<file path="src/rtl/mux_arb_pkg.sv">
// Shared constants and FSM encoding for the round-robin mux arbiter.
// MAX_HOLD is accepted in the range MAX_HOLD_MIN..MAX_HOLD_MAX.
package mux_arb_pkg;

    localparam int N_REQ        = 4;
    localparam int SEL_W        = 2;
    localparam int MAX_HOLD_MIN = 1;
    localparam int MAX_HOLD_MAX = 255;

    typedef logic [0:0] state_t;
    localparam state_t ST_IDLE  = 1'b0;
    localparam state_t ST_GRANT = 1'b1;

endpackage

</file>
<file path="src/rtl/mux_rr_arbiter_rr_pick.sv">
// Combinational round-robin picker: the first set request at or after ptr,
// wrapping modulo N_REQ.
module rr_pick
    import mux_arb_pkg::*;
(
    input  logic [N_REQ-1:0] req,
    input  logic [SEL_W-1:0] ptr,
    output logic             any,
    output logic [SEL_W-1:0] idx,
    output logic [N_REQ-1:0] onehot
);

    assign any = |req;

    // Scan from the farthest offset down so the nearest set bit wins.
    // NOTE: every variable written in always_comb gets a default first so no latch is inferred.
    always_comb begin
        idx = ptr;
        for (int k = N_REQ - 1; k >= 0; k--) begin
            if (req[ptr + SEL_W'(k)]) idx = ptr + SEL_W'(k);
        end
    end

    assign onehot = any ? (N_REQ'(1) << idx) : '0;

endmodule

</file>
<file path="src/rtl/mux_rr_arbiter.sv">
// Round-robin arbiter driving a shared 4:1 mux with a valid/ready output and a
// per-grant beat limit; handover between grants happens without a bubble.
module mux_rr_arbiter
    import mux_arb_pkg::*;
#(
    parameter int DATA_W   = 1,
    parameter int MAX_HOLD = 4
) (
    input  logic              clk,
    input  logic              rst_n,
    input  logic [N_REQ-1:0]  req,
    input  logic [DATA_W-1:0] i0,
    input  logic [DATA_W-1:0] i1,
    input  logic [DATA_W-1:0] i2,
    input  logic [DATA_W-1:0] i3,
    input  logic              ready,
    output logic [N_REQ-1:0]  gnt,
    output logic [SEL_W-1:0]  sel,
    output logic              valid,
    output logic [DATA_W-1:0] y
);

    localparam int               CNT_W    = $clog2(MAX_HOLD + 1);
    localparam logic [CNT_W-1:0] CNT_LAST = CNT_W'(MAX_HOLD - 1);

    state_t            state_q, state_d;
    logic [SEL_W-1:0]  ptr_q,   ptr_d;
    logic [CNT_W-1:0]  cnt_q,   cnt_d;
    logic [N_REQ-1:0]  gnt_q,   gnt_d;
    logic [SEL_W-1:0]  sel_q,   sel_d;

    logic              granted;
    logic              beat;
    logic              release_now;
    logic [SEL_W-1:0]  pick_ptr;
    logic              win_any;
    logic [SEL_W-1:0]  win_idx;
    logic [N_REQ-1:0]  win_onehot;

    assign granted     = (state_q == ST_GRANT);
    assign valid       = granted && req[sel_q];
    assign beat        = valid && ready;
    assign release_now = granted && (!req[sel_q] || (beat && (cnt_q == CNT_LAST)));

    // While granted the picker only matters on release, where the search
    // starts just past the current owner; in IDLE it starts at ptr.
    assign pick_ptr = granted ? (sel_q + SEL_W'(1)) : ptr_q;

    rr_pick u_pick (
        .req    (req),
        .ptr    (pick_ptr),
        .any    (win_any),
        .idx    (win_idx),
        .onehot (win_onehot)
    );

    always_comb begin
        state_d = state_q;
        ptr_d   = ptr_q;
        cnt_d   = cnt_q;
        gnt_d   = gnt_q;
        sel_d   = sel_q;
        if (!granted) begin
            if (win_any) begin
                state_d = ST_GRANT;
                gnt_d   = win_onehot;
                sel_d   = win_idx;
                cnt_d   = '0;
            end
        end else if (release_now) begin
            ptr_d = pick_ptr;
            cnt_d = '0;
            if (win_any) begin
                gnt_d = win_onehot;
                sel_d = win_idx;
            end else begin
                state_d = ST_IDLE;
                gnt_d   = '0;
            end
        end else if (beat) begin
            cnt_d = cnt_q + CNT_W'(1);
        end
    end

    always_comb begin
        y = '0;
        if (valid) begin
            case (sel_q)
                2'd0:    y = i0;
                2'd1:    y = i1;
                2'd2:    y = i2;
                default: y = i3;
            endcase
        end
    end

    // NOTE: sequential state uses non-blocking assignments so every register samples pre-edge values.
    always_ff @(posedge clk or negedge rst_n) begin
        if (!rst_n) begin
            state_q <= ST_IDLE;
            ptr_q   <= '0;
            cnt_q   <= '0;
            gnt_q   <= '0;
            sel_q   <= '0;
        end else begin
            state_q <= state_d;
            ptr_q   <= ptr_d;
            cnt_q   <= cnt_d;
            gnt_q   <= gnt_d;
            sel_q   <= sel_d;
        end
    end

    assign gnt = gnt_q;
    assign sel = sel_q;

endmodule

</file>
<file path="config.mk">
export PLATFORM = sky130hd
export DESIGN_NAME = mux_rr_arbiter
export DESIGN_NICKNAME = d
export VERILOG_FILES = /design/src/rtl/mux_arb_pkg.sv /design/src/rtl/mux_rr_arbiter_rr_pick.sv /design/src/rtl/mux_rr_arbiter.sv
export SDC_FILE = /design/constraint.sdc
export NUM_CORES = 1
export LEC_CHECK = 0
export BUFFER_PORTS_ARGS = -buffer_cell sky130_fd_sc_hd__buf_2
export CAP_MARGIN = 15
export CORE_UTILIZATION = 57
export DETAILED_ROUTE_END_ITERATION = 10
export GPL_TIMING_DRIVEN = 0
export HOLD_SLACK_MARGIN = 0.15
export PLACE_DENSITY = 0.81
export SYNTH_ARGS = -nofsm -noshare
export SYNTH_HDL_FRONTEND = slang
export SYNTH_HIERARCHICAL = 1
export SYNTH_SLANG_ARGS = --single-unit
</file>
<file path="constraint.sdc">
create_clock -name clk -period 4.41 [get_ports clk]
set_input_delay 0.2205 -clock clk [delete_from_list [all_inputs] [get_ports clk]]
set_output_delay 0.2205 -clock clk [all_outputs]
set_load 0.01 [all_outputs]
</file>
==> results of run 1 <==
## worst max-delay path, stage by stage (launching register included)
cell      delay [ns]
dfrtp_1         0.41
buf_1           0.40
nor2_1          0.11
a21oi_1         0.50
nand2b_2        0.26
nand2b_2        0.08
o32a_1          0.30
mux2_4          0.26
## synth_stat cells (all sizes together)
cell / count / area [um2]
buf: 4 / 18.76
or4: 1 / 7.510
nand2b: 4 / 30.03
a22o: 4 / 35.03
mux2: 5 / 63.81
a21boi: 1 / 7.510
nand4b: 1 / 8.760
nand2: 2 / 7.510
a31o: 1 / 8.760
o32a: 1 / 10.01
mux4: 1 / 22.52
and2: 2 / 12.51
a221oi: 2 / 30.03
a31oi: 2 / 42.54
inv: 11 / 41.29
o221a: 1 / 11.26
a21o: 2 / 16.27
nor3: 2 / 10.01
o22ai: 2 / 12.51
mux2i: 3 / 30.03
a21oi: 6 / 30.03
dfrtp: 12 / 300.3
ha: 6 / 75.07
nor2b: 1 / 6.260
o21a: 1 / 7.510
o21ai: 2 / 10.00
nor2: 4 / 15.01
nand4: 2 / 12.51
a222oi: 1 / 10.01
nand3: 1 / 5.000
## stage by stage
step           utilization [%]  area [um2]  std cells  power (mW)  hold slack [ns]
6_report                 76.20        1054        126      0.7119           0.3346
5_1_grt                  76.20        1054        126      0.7737           0.3655
4_1_cts                  76.20        1054        126      0.7157           0.3424
3_5_place_dp             72.85        1007        121      0.6236           0.1092
3_3_place_gp             72.85        1007        121      0.6095           0.1052
2_1_floorplan                -       898.4         88      0.5228         -0.07509
## sequential cells by signal (all words and copies together) (netlist names)
| name | flops |
|---|---|
| granted | 1 |
| sel | 2 |
| gnt | 4 |
| cnt_q | 3 |
| ptr_q | 2 |
## logic make-up after synthesis
group,synth area share [%]
DFF,33.43
and+or+nand+nor,12.81
adders and majority gates,8.356
muxes,12.95
AOI/OAI and AO/OA,25.77
buffers and inverters,6.684
## report_power, final
group	switching, mW	total [mW]	leakage, nW	internal [mW]
Combinational	0.221	0.435	0.354	0.214
Clock	0.0385	0.0888	0.0210	0.0502
Sequential	0.0347	0.188	0.148	0.154
## layout make-up
type	instances	area, um2	share of cell area, %
Tap cell	15	18.77	1.781
Buffer	4	18.77	1.781
Timing Repair Buffer	19	100.1	9.501
Inverter	11	41.29	3.919
Sequential cell	12	300.3	28.50
Multi-Input combinational cell	61	538.0	51.07
Clock buffer	4	36.28	3.444
## worst max-delay path by stage
stage | start | endpoint | slack, ns | cells after the start
2_1_floorplan | sel[0]$_DFFE_PN0P_ | sel[1]$_DFFE_PN0P_ | 2.30 | 8
3_3_place_gp | granted$_DFF_PN0_ | sel[1]$_DFFE_PN0P_ | 2.15 | 7
3_5_place_dp | granted$_DFF_PN0_ | sel[1]$_DFFE_PN0P_ | 2.10 | 7
4_1_cts | granted$_DFF_PN0_ | sel[1]$_DFFE_PN0P_ | 2.00 | 7
5_1_grt | granted$_DFF_PN0_ | sel[1]$_DFFE_PN0P_ | 1.83 | 7
6_report | granted$_DFF_PN0_ | sel[1]$_DFFE_PN0P_ | 1.99 | 7
## routing by layer
metal	GRT usage, %	vias up	share of wire, %
met5	0	-	0
met4	9.677	0	1.3
met3	3.913	4	4.0
met2	40.31	21	48
met1	32.21	350	47
li1	-	371	-
## repair_timing
item,4_1_cts,5_1_grt
setup buffers,0,0
hold endpoints to repair,12,0
endpoints found under the setup margin,0,0
hold buffers,1,0
==> impl_metrics.ini, run 1 <==
[run_status]
status = complete, no violations

[sta]
drv_slew = 0
fmaxAchievable_ghz = 0.4126
setup_ws_ns = 1.986
fin_tns_setup_ns = 0
hold_viol = 0
fin_worst_skew_ns = 0.001356
tightest_slew_ns = 0.5982
setup_viol = 0
min_period_over_period_pct = 54.96
period_needed_ns = 2.424
slew_headroom_pct = 60.12
rsz0062_at_grt = no

[floorplanning]
die_y_um = 41.70
die_w_um = 41.70
coreArea_mm2 = 0.001383
rows = 13
pin_count = 19
start_util_pct = 64.98
die-area_mm2 = 0.001739

[synth]
syn_inst = 88
synth_warnings = 6
syn_area_um2 = 898.4
synth_fp_nets = 105
postSynthAreaPerCell_um2 = 10.21
yosysUniqueCellTypes = 36
ys_seq_elements = 12
yosysSeqAreaShare_pct = 33.43

[layout]
syn_to_final_growth_pct = 17.27
layout_common_cells = 21 x buf_2, 12 x dfrtp_1, 10 x inv_1, 6 x a21oi_1, 6 x ha_1
drive_gt1_share_pct = 36.94
nNetsFinal = 129
final_common_cell = buf_2
diodes = 0
fillCellCount = 101

[global_route]
first_global_vias = 747
grt-ovfl-total = 0
track_usage_pct = 24.54
grt_pass1_wl_mm = 3.243
antenna_found_initial = 0
grt_max_degree = 13

[clock_network]
cts_tree = yes
cts_made_buffers = 3
clkSlewWorstSetupHoldPaths_ns = 0.08
cts.path.max_buffers = 2
cts-root-buf = clkbuf_4
cts.sinks = 12
cts_resized = 0
htreeDepth = 1
clk_latency_ns = 0.28

[worst_setup_path]
startpoint_type = flip-flop
reg2reg_from = granted$_DFF_PN0_
cp-end-kind = flip-flop
timing.rr.end = sel[1]$_DFFE_PN0P_
worstRegToRegCells = 7
r2r_setup_slack_ns = 1.99
cp_max_fo = 10
worstPathRequired_ns = 4.58
criticalPathCategory = flip-flop to flip-flop
arrival_ns = 2.59

[flow_run]
maxCapViolCount = 0

[power]
ir_worst_vdd_mv = 0.3751
p_per_area_mw_per_mm2 = 675.7
p_leak_nw = 0.5233

[drt]
routed_wl_mm = 1.781
avgRoutedWirePerCell_um = 14.13
num_vias = 746
drc_errors = 0
postRouteAntennaNets = 0
viasPerCell = 5.921
dr.pass1.iters = 4
drtIter0Drc = 30

[place]
port_buffers = 18
dp_slack_ns = 2.101
post-dp-hpwl_mm = 1.312
gp_congestion = 0.9008

[min_path]
hp-class = primary input to asynchronous set/reset pin
No activity file was read; power rests on OpenSTA's default activity.
==> run 2, diff against run 1 <==
Settings changed: CORE_UTILIZATION 57 to 53, PLACE_DENSITY 0.81 to 0.76.
Clock period 4.41 ns to 2.4 ns, I/O delays scaled along.
==> impl_metrics.ini, run 2 (synthesis results as in run 1) <==
[global_route]
track_usage_pct = 20.83
grt_max_degree = 13
grt-ovfl-total = 0
use_met2_pct = 34.93
use_met1_pct = 24.73
grt_pass1_wl_mm = 2.856
met3_usage_pct = 6.383
first_global_vias = 688
antenna_found_initial = 0
top_usage_layer = met2

[drt]
dr.pass1.iters = 4
avgRoutedWirePerCell_um = 13.67
viasPerCell = 5.968
drc_errors = 0
drtIter0Drc = 24
routed_wl_mm = 1.722
num_vias = 752
postRouteAntennaNets = 0

[layout]
drive_gt1_share_pct = 37.27
stdcell_count = 126
multiInputGateArea_um2 = 541.8
fillCellCount = 124
final_common_cell = buf_2
fin_area_mm2 = 0.001045
diodes = 0
largest_register_ffs = 4
nNetsFinal = 129
layout_common_cells = 21 x buf_2, 12 x dfrtp_1, 10 x inv_1, 6 x ha_1, 5 x a21oi_1
syn_to_final_growth_pct = 16.29
seq_area_um2 = 300.3
utilization_pct = 67.78

[power]
power_frac_seq_pct = 27.1
p_leak_nw = 0.5166
p_per_area_mw_per_mm2 = 1216
finalPower_mw = 1.270
ir_worst_vdd_mv = 0.5349
clkPwrFrac_pct = 10.0
p_sw_mw = 0.5342
comb_power_share_pct = 62.9
internal_power_mw = 0.7361
sw_frac_of_total_pct = 42.05

[sta]
rsz0062_at_grt = no
whs_ns = 0.2447
slew_headroom_pct = 67.56
fmaxAchievable_ghz = 0.4432
drv_slew = 0
fin_worst_skew_ns = 0.007270
min_period_over_period_pct = 94.02
setup_ws_ns = 0.1435
hold_viol = 0
setup_viol = 0
fin_tns_setup_ns = 0
tightest_slew_ns = 0.4866
period_needed_ns = 2.257

[place]
post-dp-hpwl_mm = 1.273
placed_area_mm2 = 0.001008
place_inst = 122
gp_congestion = 0.8445
dp_slack_ns = 0.09457
port_buffers = 18

[worst_setup_path]
cp_max_fo = 9
worstPathRequired_ns = 2.57
worstRegToRegCells = 8
criticalPathCategory = flip-flop to flip-flop
startpoint_type = flip-flop
cp-end-kind = flip-flop
arrival_ns = 2.43

[clock_network]
cts.path.max_buffers = 2
clk_latency_ns = 0.28
cts.sinks = 12
clkSlewWorstSetupHoldPaths_ns = 0.08
cts-root-buf = clkbuf_4
cts_made_buffers = 3
cts_tree = yes
post_cts_buffers = 0
htreeDepth = 1

[floorplanning]
pin_count = 19
rows = 14
coreArea_mm2 = 0.001541
start_util_pct = 58.28
die-area_mm2 = 0.001864
die_y_um = 43.17
die_w_um = 43.17

[flow_run]
maxCapViolCount = 0

[min_path]
hp-class = primary input to asynchronous set/reset pin

[run_status]
status = complete, no violations
-- run 2: changes by cell type in the layout (fill, tap and decap cells not counted) --
cell	previous run	this run
a21oi_1	6	5
a21oi_2	0	1
clkbuf_8	1	0
-- run 2: worst max-delay path, cell delays in order, from the launching register on --
cell	delay [ns]
dfrtp_1	0.50
inv_1	0.12
ha_1	0.32
mux2_2	0.27
buf_2	0.18
inv_2	0.10
nor3_1	0.05
o32a_1	0.34
mux2_4	0.25
-- run 2: power groups by stage --
stage,sequential [mW],clock [mW],combinational [mW]
5_1_grt,0.359,0.143,0.880
2_1_floorplan,0.356,0,0.604
6_report,0.345,0.127,0.799
4_1_cts,0.346,0.130,0.797
3_3_place_gp,0.347,0,0.773
3_5_place_dp,0.352,0,0.789
-- run 2: layout make-up --
class,instances,share of cell area [%]
plain buffers,4,1.796
clock buffers,3,2.156
inverters,11,3.952
multi-input cells,61,51.86
flip-flops and latches,12,28.74
well taps,16,1.916
repair buffers,19,9.581
-- run 2: what timing repair did --
item / CTS / global route
hold buffers: 1 / 0
endpoints found under the hold margin: 12 / 0
resized for setup: 0 / 1
setup endpoints to repair: 0 / 1
-- run 2: path summary, 6_finish.rpt --
check                                   start                    to  slack [ns]
min in group clk                       req[3]     granted$_DFF_PN0_        0.27
min                                     rst_n    sel[0]$_DFFE_PN0P_        0.24
max reg2reg                sel[0]$_DFFE_PN0P_    sel[1]$_DFFE_PN0P_        0.14
min reg2reg                gnt[0]$_DFFE_PN0P_    gnt[0]$_DFFE_PN0P_        0.50
max                        sel[0]$_DFFE_PN0P_    sel[1]$_DFFE_PN0P_        0.14
max in group asynchronous               rst_n  cnt_q[1]$_DFFE_PN0P_        1.93
-- run 2: layer usage --
metal  up-vias  routed length [um]
met3         3                  92
met1       350                 821
li1        370                   -
met2        29                 784
met4         0                  25
met5         -                   0
==> run 3, diff against run 2 <==
Clock period 2.4 ns to 2.1 ns, I/O delays scaled along.
==> impl_metrics.ini, run 3 (synthesis results as in run 1) <==
[sta]
min_period_over_period_pct = 96.60
fmaxAchievable_ghz = 0.4930
drv_slew = 0
rsz0062_at_grt = no
whs_ns = 0.2200
hold_viol = 0
tightest_slew_ns = 0.3772
fin_tns_setup_ns = 0
setup_viol = 0
slew_headroom_pct = 74.86
period_needed_ns = 2.029
fin_worst_skew_ns = 0.01376
setup_ws_ns = 0.07144

[worst_setup_path]
arrival_ns = 1.92
criticalPathCategory = flip-flop to primary output
worstPathRequired_ns = 2.00
r2r_setup_slack_ns = 0.09
worstRegToRegCells = 7
startpoint_type = flip-flop
reg2reg_from = sel[0]$_DFFE_PN0P_
timing.rr.end = sel[1]$_DFFE_PN0P_
cp-end-kind = primary output
startpoint = sel[0]$_DFFE_PN0P_
cp_max_fo = 8

[drt]
postRouteAntennaNets = 0
num_vias = 794
routed_wl_mm = 1.953
drc_errors = 0
dr.pass1.iters = 4
avgRoutedWirePerCell_um = 14.91
drtIter0Drc = 26
viasPerCell = 6.061

[layout]
final_common_cell = buf_2
utilization_pct = 71.19
syn_to_final_growth_pct = 22.14
seq_area_um2 = 302.8
layout_common_cells = 21 x buf_2, 10 x dfrtp_1, 9 x inv_1, 6 x ha_1
fillCellCount = 119
multiInputGateArea_um2 = 544.3
fin_area_mm2 = 0.001097
nNetsFinal = 133
diodes = 0
drive_gt1_share_pct = 44.35
largest_register_ffs = 4

[place]
dp_slack_ns = -0.2471
post-dp-hpwl_mm = 1.341
placed_area_mm2 = 0.001010
port_buffers = 18
gp_congestion = 0.8588

[run_status]
status = complete, no violations

[clock_network]
cts_made_buffers = 3
clkSlewWorstSetupHoldPaths_ns = 0.09
htreeDepth = 1
clk_latency_ns = 0.29
cts_tree = yes
cts.sinks = 12
cts-root-buf = clkbuf_4
cts.path.max_buffers = 2

[global_route]
antenna_found_initial = 0
met3_usage_pct = 5.106
track_usage_pct = 23.88
grt_pass1_wl_mm = 3.194
grt-ovfl-total = 0
use_met2_pct = 37.91
grt_max_degree = 13
top_usage_layer = met2
first_global_vias = 731
use_met1_pct = 30.00

[flow_run]
maxCapViolCount = 0

[power]
ir_worst_vdd_mv = 0.7004
p_leak_nw = 0.5446
p_per_area_mw_per_mm2 = 1450

[floorplanning]
coreArea_mm2 = 0.001541
die_w_um = 43.17
start_util_pct = 58.28
rows = 14
die_y_um = 43.17
pin_count = 19
die-area_mm2 = 0.001864

[min_path]
hp-class = primary input to asynchronous set/reset pin
[run 3: how the worst max path moves through the flow]
stage	end	depth (start not counted)
final	y	5
after global routing	y	5
after CTS	sel[1]$_DFFE_PN0P_	8
after detailed placement	sel[1]$_DFFE_PN0P_	7
after global placement	sel[1]$_DFFE_PN0P_	7
after floorplan	sel[1]$_DFFE_PN0P_	7
[run 3: area by class of cell]
type,instances,share of cell area (%)
tap,16,1.824
sequential,12,27.59
inverter,11,3.763
buffer,3,1.368
multi-input combinational,61,49.60
timing repair buffer,24,12.54
clock buffer,4,3.307
[run 3: metal layers]
layer,wire length (um),vias up,part of all wire (%)
met3,117,5,6.0
met4,43,0,2.2
met1,909,380,47
met2,882,30,45
li1,-,379,-
met5,0,-,0
[run 3: repair_timing]
| item | in CTS | in global routing |
|---|---|---|
| hold endpoints to repair | 12 | 0 |
| hold buffers | 1 | 0 |
| gates resized for setup | 3 | 2 |
| endpoints found under the setup margin | 3 | 1 |
| buffers inserted | 2 | 3 |
[run 3: metrics by stage]
step	std cells	total power, mW
floorplan	88	1.100
global placement	122	1.283
detailed placement	122	1.313
CTS	129	1.550
global route	131	1.712
finish	131	1.591
[run 3: power breakdown]
part	switching (mW)	internal [mW]	leakage, nW	total [mW]
Clock	0.0890	0.106	0.0210	0.195
Sequential	0.0588	0.327	0.146	0.386
Combinational	0.501	0.509	0.378	1.01
Total	0.649	0.942	0.545	1.59
[run 3: worst max-delay path, stage by stage (launching register included)]
cell,delay [ns]
dfrtp_2,0.41
buf_4,0.12
mux4_2,0.62
and2_4,0.22
and2_1,0.13
buf_2,0.13
